**src/rtl/cache_controller.sv**
```systemverilog
// Direct-mapped, write-back, write-allocate cache with its miss-handling FSM.
// Lookup is combinational in COMPARE. A miss runs an optional 4-beat dirty
// write-back and then a 4-beat fill. After that the held cpu request hits.
module cache_controller #(
  parameter int ADDR_W  = 10,
  parameter int TAG_W   = 4,
  parameter int INDEX_W = 2,
  parameter int WORD_W  = 2,
  parameter int DATA_W  = 32,
  parameter int CNT_W   = 16
) (
  input  logic              clock,
  input  logic              reset_n,
  input  logic              read,
  input  logic              write,
  input  logic [ADDR_W-1:0] Address,
  input  logic [DATA_W-1:0] Write_Data,
  output logic [DATA_W-1:0] rData,
  output logic              hit,
  output logic              mem_req,
  output logic              mem_we,
  output logic [ADDR_W-1:0] mem_addr,
  output logic [DATA_W-1:0] mem_wdata,
  input  logic [DATA_W-1:0] mem_rdata,
  input  logic              mem_ready,
  output logic [CNT_W-1:0]  access_count,
  output logic [CNT_W-1:0]  miss_count
);

  localparam int SETS  = 1 << INDEX_W;
  localparam int WORDS = 1 << WORD_W;

  typedef enum logic [1:0] {S_COMPARE, S_WRITEBACK, S_FILL} state_t;

  state_t                          state_q, state_d;
  logic [WORD_W-1:0]               beat_q, beat_d;
  logic [SETS-1:0]                 valid_q, valid_d;
  logic [SETS-1:0]                 dirty_q, dirty_d;
  logic [SETS-1:0][TAG_W-1:0]      tag_q, tag_d;
  logic [TAG_W-1:0]                lat_tag_q, lat_tag_d;
  logic [INDEX_W-1:0]              lat_idx_q, lat_idx_d;
  logic [CNT_W-1:0]                acc_q, acc_d;
  logic [CNT_W-1:0]                miss_q, miss_d;

  // Data array has no reset; contents are only trusted behind valid.
  logic [DATA_W-1:0]               data_q [SETS][WORDS];
  logic                            dat_we;
  logic [INDEX_W-1:0]              dat_idx;
  logic [WORD_W-1:0]               dat_word;
  logic [DATA_W-1:0]               dat_wdata;

  // Address fields; byte offset bits are not used by a word cache.
  logic [TAG_W-1:0]   a_tag;
  logic [INDEX_W-1:0] a_idx;
  logic [WORD_W-1:0]  a_word;
  logic               req;
  logic               match;
  logic               unused_byte;

  assign a_tag       = Address[ADDR_W-1 -: TAG_W];
  assign a_idx       = Address[2+WORD_W +: INDEX_W];
  assign a_word      = Address[2 +: WORD_W];
  assign unused_byte = ^Address[1:0];
  assign req         = read | write;
  assign match       = valid_q[a_idx] && (tag_q[a_idx] == a_tag);

  assign access_count = acc_q;
  assign miss_count   = miss_q;

  // State, tag store and statistics registers.
  always_ff @(posedge clock or negedge reset_n) begin
    if (!reset_n) begin
      state_q   <= S_COMPARE;
      beat_q    <= '0;
      valid_q   <= '0;
      dirty_q   <= '0;
      tag_q     <= '0;
      lat_tag_q <= '0;
      lat_idx_q <= '0;
      acc_q     <= '0;
      miss_q    <= '0;
    end else begin
      state_q   <= state_d;
      beat_q    <= beat_d;
      valid_q   <= valid_d;
      dirty_q   <= dirty_d;
      tag_q     <= tag_d;
      lat_tag_q <= lat_tag_d;
      lat_idx_q <= lat_idx_d;
      acc_q     <= acc_d;
      miss_q    <= miss_d;
    end
  end

  // Data array write port: cpu write hit or fill beat.
  always_ff @(posedge clock) begin
    if (dat_we) data_q[dat_idx][dat_word] <= dat_wdata;
  end

  // Next-state, tag-store update and output decode.
  always_comb begin
    state_d   = state_q;
    beat_d    = beat_q;
    valid_d   = valid_q;
    dirty_d   = dirty_q;
    tag_d     = tag_q;
    lat_tag_d = lat_tag_q;
    lat_idx_d = lat_idx_q;
    acc_d     = acc_q;
    miss_d    = miss_q;
    hit       = 1'b0;
    rData     = '0;
    mem_req   = 1'b0;
    mem_we    = 1'b0;
    mem_addr  = '0;
    mem_wdata = '0;
    dat_we    = 1'b0;
    dat_idx   = a_idx;
    dat_word  = a_word;
    dat_wdata = Write_Data;

    case (state_q)
      S_COMPARE: begin
        if (req) begin
          if (match) begin
            hit   = 1'b1;
            acc_d = (acc_q == {CNT_W{1'b1}}) ? acc_q : acc_q + CNT_W'(1);
            if (write) begin
              // read&write together is a write; rData stays 0
              dat_we         = 1'b1;
              dirty_d[a_idx] = 1'b1;
            end else begin
              rData = data_q[a_idx][a_word];
            end
          end else begin
            miss_d    = (miss_q == {CNT_W{1'b1}}) ? miss_q : miss_q + CNT_W'(1);
            lat_tag_d = a_tag;
            lat_idx_d = a_idx;
            state_d   = (valid_q[a_idx] && dirty_q[a_idx]) ? S_WRITEBACK : S_FILL;
          end
        end
      end

      S_WRITEBACK: begin
        // tag_q still holds the victim's tag until the fill completes
        mem_req   = 1'b1;
        mem_we    = 1'b1;
        mem_addr  = {tag_q[lat_idx_q], lat_idx_q, beat_q, 2'b00};
        mem_wdata = data_q[lat_idx_q][beat_q];
        if (mem_ready) begin
          beat_d = beat_q + WORD_W'(1);
          if (beat_q == {WORD_W{1'b1}}) begin
            dirty_d[lat_idx_q] = 1'b0;
            state_d            = S_FILL;
          end
        end
      end

      S_FILL: begin
        mem_req  = 1'b1;
        mem_addr = {lat_tag_q, lat_idx_q, beat_q, 2'b00};
        if (mem_ready) begin
          dat_we    = 1'b1;
          dat_idx   = lat_idx_q;
          dat_word  = beat_q;
          dat_wdata = mem_rdata;
          beat_d    = beat_q + WORD_W'(1);
          if (beat_q == {WORD_W{1'b1}}) begin
            tag_d[lat_idx_q]   = lat_tag_q;
            valid_d[lat_idx_q] = 1'b1;
            dirty_d[lat_idx_q] = 1'b0;
            state_d            = S_COMPARE;
          end
        end
      end

      default: state_d = S_COMPARE;
    endcase
  end

endmodule
```
**config.mk**
```make
export PLATFORM = sky130hd
export DESIGN_NAME = cache_controller
export DESIGN_NICKNAME = d
export VERILOG_FILES = /design/src/rtl/cache_controller.sv
export SDC_FILE = /design/constraint.sdc
export NUM_CORES = 1
export LEC_CHECK = 0
export ABC_AREA = 1
export ABC_CLOCK_PERIOD_IN_PS = 4300
export CAP_MARGIN = 15
export CORE_MARGIN = 5
export CORE_UTILIZATION = 59
export DETAILED_ROUTE_END_ITERATION = 16
export PLACE_DENSITY_LB_ADDON = 0.15
export RECOVER_POWER = 25
export SLEW_MARGIN = 20
export SYNTH_ARGS = -nofsm -noshare
export SYNTH_HDL_FRONTEND = slang
export SYNTH_SLANG_ARGS = --single-unit
```
**constraint.sdc**
```tcl
create_clock -name clock -period 4.3 [get_ports clock]
set_clock_uncertainty 0.15 [all_clocks]
set_input_delay 0.645 -clock clock [delete_from_list [all_inputs] [get_ports clock]]
set_output_delay 0.645 -clock clock [all_outputs]
set_load 0.02 [all_outputs]
```
==> run metrics <==
top post-synthesis cells by area edfxtp_1, nand2_1, dfrtp_1; Crit path arrival time 3.46 ns; failing checks max-capacitance violations, max-slew violations; first-pass GRT wire length 137000 um; clk root buf clkbuf_16; RePlAce Congestion 0.912; sequential fraction of the synthesis area 0.617; Mapped Cells 2747; Worst setup EP type primary output; adder-cell share of the synthesized area 0.00272; Fin. Hold Viols 0; initial antenna violation count 0; drt total wl 90800 um; PwrDens 560 nW/um2; syn_area_per_cell 10.0 um2; Critical Path Start Type register; Slew HR -0.630; GR Overflow Total 0; vias in the first global route 23600; Residual DRC 0; max-slew violations 46; Worst R2R Setup Slack 0.49 ns; Die Wd 226 um; CP Buf/Inv Count 3; Total GRT Usage 0.351; drt wl/cell 25.4 um; Post-Route Setup TNS 0 ns; Die H 226 um; post-synthesis compound-gate area fraction 0.102; setup ws final 0.0418 ns; CP top delay family buffers and inverters; worst skew pair latency 0.62 ns; commonest cells after routing, fill and taps aside nand2_1, edfxtp_1, nand4_1; critical-path maximum fanout 46; Longest Clk Path Bufs 3; clk sink count 578; final-layout fill cell count 3301; Worst Hold Class reg2reg; NumNets Final 3015; Yosys warning count 0; via/cell ratio 6.67; Worst Tran Pin Value 2.44 ns; xor-xnor portion of the synthesized cell area 0.00952; hold_sp valid_q[0]; Synth Cell Area 27600 um2; Worst IR Drop VDD 0.446 mV; num ports 188; initial core utilization 0.594; DR iter-0 viols 3340; Netlist cell types 37; Antenna diodes 0; area leader, netlist edfxtp_1; fin crit period 4.26 ns; TritonRoute pass-1 iters 6; Crit Reg-Reg Startpoint state_q[0]; final setup violation count 0; WHS Path Cells 2; pre-CTS setup slack 0.188 ns; main combinational cell family by area after synthesis simple AND/OR/NAND/NOR gates; mux contribution to synthesized area 0.0131; DRT antenna net count 0; DP Wirelength 53100 um; die area 51200 um2; I/O Buffers 183; Via Count 23900; crit-path max cell delay 0.69 ns; Area Growth Syn to Fin 18.3%; TritonCTS buffer count 59; FF+latch count, synth 578; CTS tree yes; outcome finished, violations left; WP data required 3.50 ns; RR Endpoint data_q[3][126]; core footprint 46500 um2; # Max-Cap Violations 1; row count 79; R2R depth 9; pin count of the biggest net entering global routing 74; CP cell instances buf_4 > nor2_4 > buf_12 > nand2_1 > a41oi_1 > o21ai_0 > a21oi_1 > clkdlybuf4s50_1; # H-tree levels 2; fmax 0.235 GHz; share of cells above drive strength 1 0.0841; Clock Pin Slew Worst Setup and Hold Paths 0.06 ns; Final period util 0.990; Hold EP valid_q[0]; critical path class reg2out; RSZ-0062 raised after global routing true; Lkg Pwr 11.4 nW; slowest CP cell clkdlybuf4s50_1; leading cell type in the layout, fill and taps excluded nand2_1; post-synthesis simple-gate area fraction 0.214; Yosys top cell area share 0.557
power by group:
group	total [mW]	leakage (nW)	internal (mW)	switching [mW]
sequential	7.08	5.46	6.77	0.308
clock	4.93	0.899	2.81	2.12
combinational	6.29	5.08	1.94	4.35
total	18.3	11.4	11.5	6.78
final cells by class:
cell class,instances,area [um2],share of cell area
clock buffer,73,1570,0.0481
timing repair buffer,297,3070,0.0939
sequential,578,17000,0.522
inverter,105,405,0.0124
multi-input combinational,1889,9560,0.293
tap,607,759,0.0233
clock inverter,32,254,0.00778
layer usage:
metal	track usage	vias to the layer above	routed length [um]
met2	0.554	1968	41500
met4	0.173	0	4920
met5	0	-	0
met3	0.0776	432	12400
met1	0.465	11300	32000
li1	-	10200	-
worst register-to-register path, cell delays in order (launching register included):
cell and delay [ns]:
dfrtp_1 0.38, inv_1 0.08, ha_1 0.31, nand2_1 0.20
clkbuf_1 0.83, o21ai_0 0.35, inv_1 0.14, nand2_1 0.26
nor2_4 0.50, buf_4 0.30
what timing repair did:
action,CTS,global route
resized for setup,0,5
pin swaps,1,0
endpoints found under the hold margin,0,44
setup endpoints to repair,1,9
buffers inserted,2,0
hold buffers,0,1
logic make-up after synthesis:
logic type | count (synthesis)
AOI/OAI and AO/OA | 422
xor gates and xnor gates | 30
adders and majority gates | 6
buffers and inverters | 281
DFF | 578
muxes | 32
other | 1
and+or+nand+nor | 1397
synth_stat cells:
library cell and number:
clkinv_1 3, clkbuf_1 88, conb_1 1, mux2_2 32
nor2_4 1, xnor2_1 14, o21ai_0 83, buf_2 48
o211ai_1 55, nand3_1 110, nand2_1 980, nor2_1 102
o21ai_2 1, nand4_1 189, a21boi_0 8, o22ai_1 9
a41oi_1 6, nor3_1 9, buf_6 3, nor2_2 3
dfrtp_1 66, clkinv_2 1, xor2_1 16, a22oi_1 115
o221ai_1 15, inv_2 5, buf_4 8, nand2_2 2
nand3_4 1, ha_1 6, o21ai_1 9, a31oi_1 5
buf_1 29, inv_1 96, edfxtp_1 512, a21oi_1 77
o2111ai_1 39
worst max-delay path by stage:
stage                             from       endpoint  slack [ns]  depth (start not counted)
after global routing      lat_idx_q[0]  mem_wdata[14]      -0.001                         10
after CTS                 lat_idx_q[1]  mem_wdata[28]        0.03                          8
after global placement      Address[5]       rData[8]        0.22                         12
after detailed placement    Address[4]      rData[28]        0.19                         12
after floorplan             Address[4]   data_q[0][0]        0.78                         10
final                     lat_idx_q[0]  mem_wdata[28]        0.04                          8
sequential cells by signal, summed over array words and instances (netlist names):
name / cells
data_q: 512
access_count: 16
miss_count: 16
tag_q: 16
dirty_q: 4
lat_tag_q: 4
valid_q: 4
beat_q: 2
lat_idx_q: 2
state_q: 2
stage by stage:
step	util	cell area, um2	instances	hold WS, ns	power (mW)
floorplan	-	27600	2748	0.199	10.7
global placement	0.663	30800	3473	0.303	13.1
detailed placement	0.663	30800	3473	0.301	13.2
CTS	0.702	32600	3580	0.0711	18.1
global route	0.703	32600	3581	0.328	19.0
finish	0.703	32600	3581	0.319	18.3
Power figures use the tool's default switching activity.
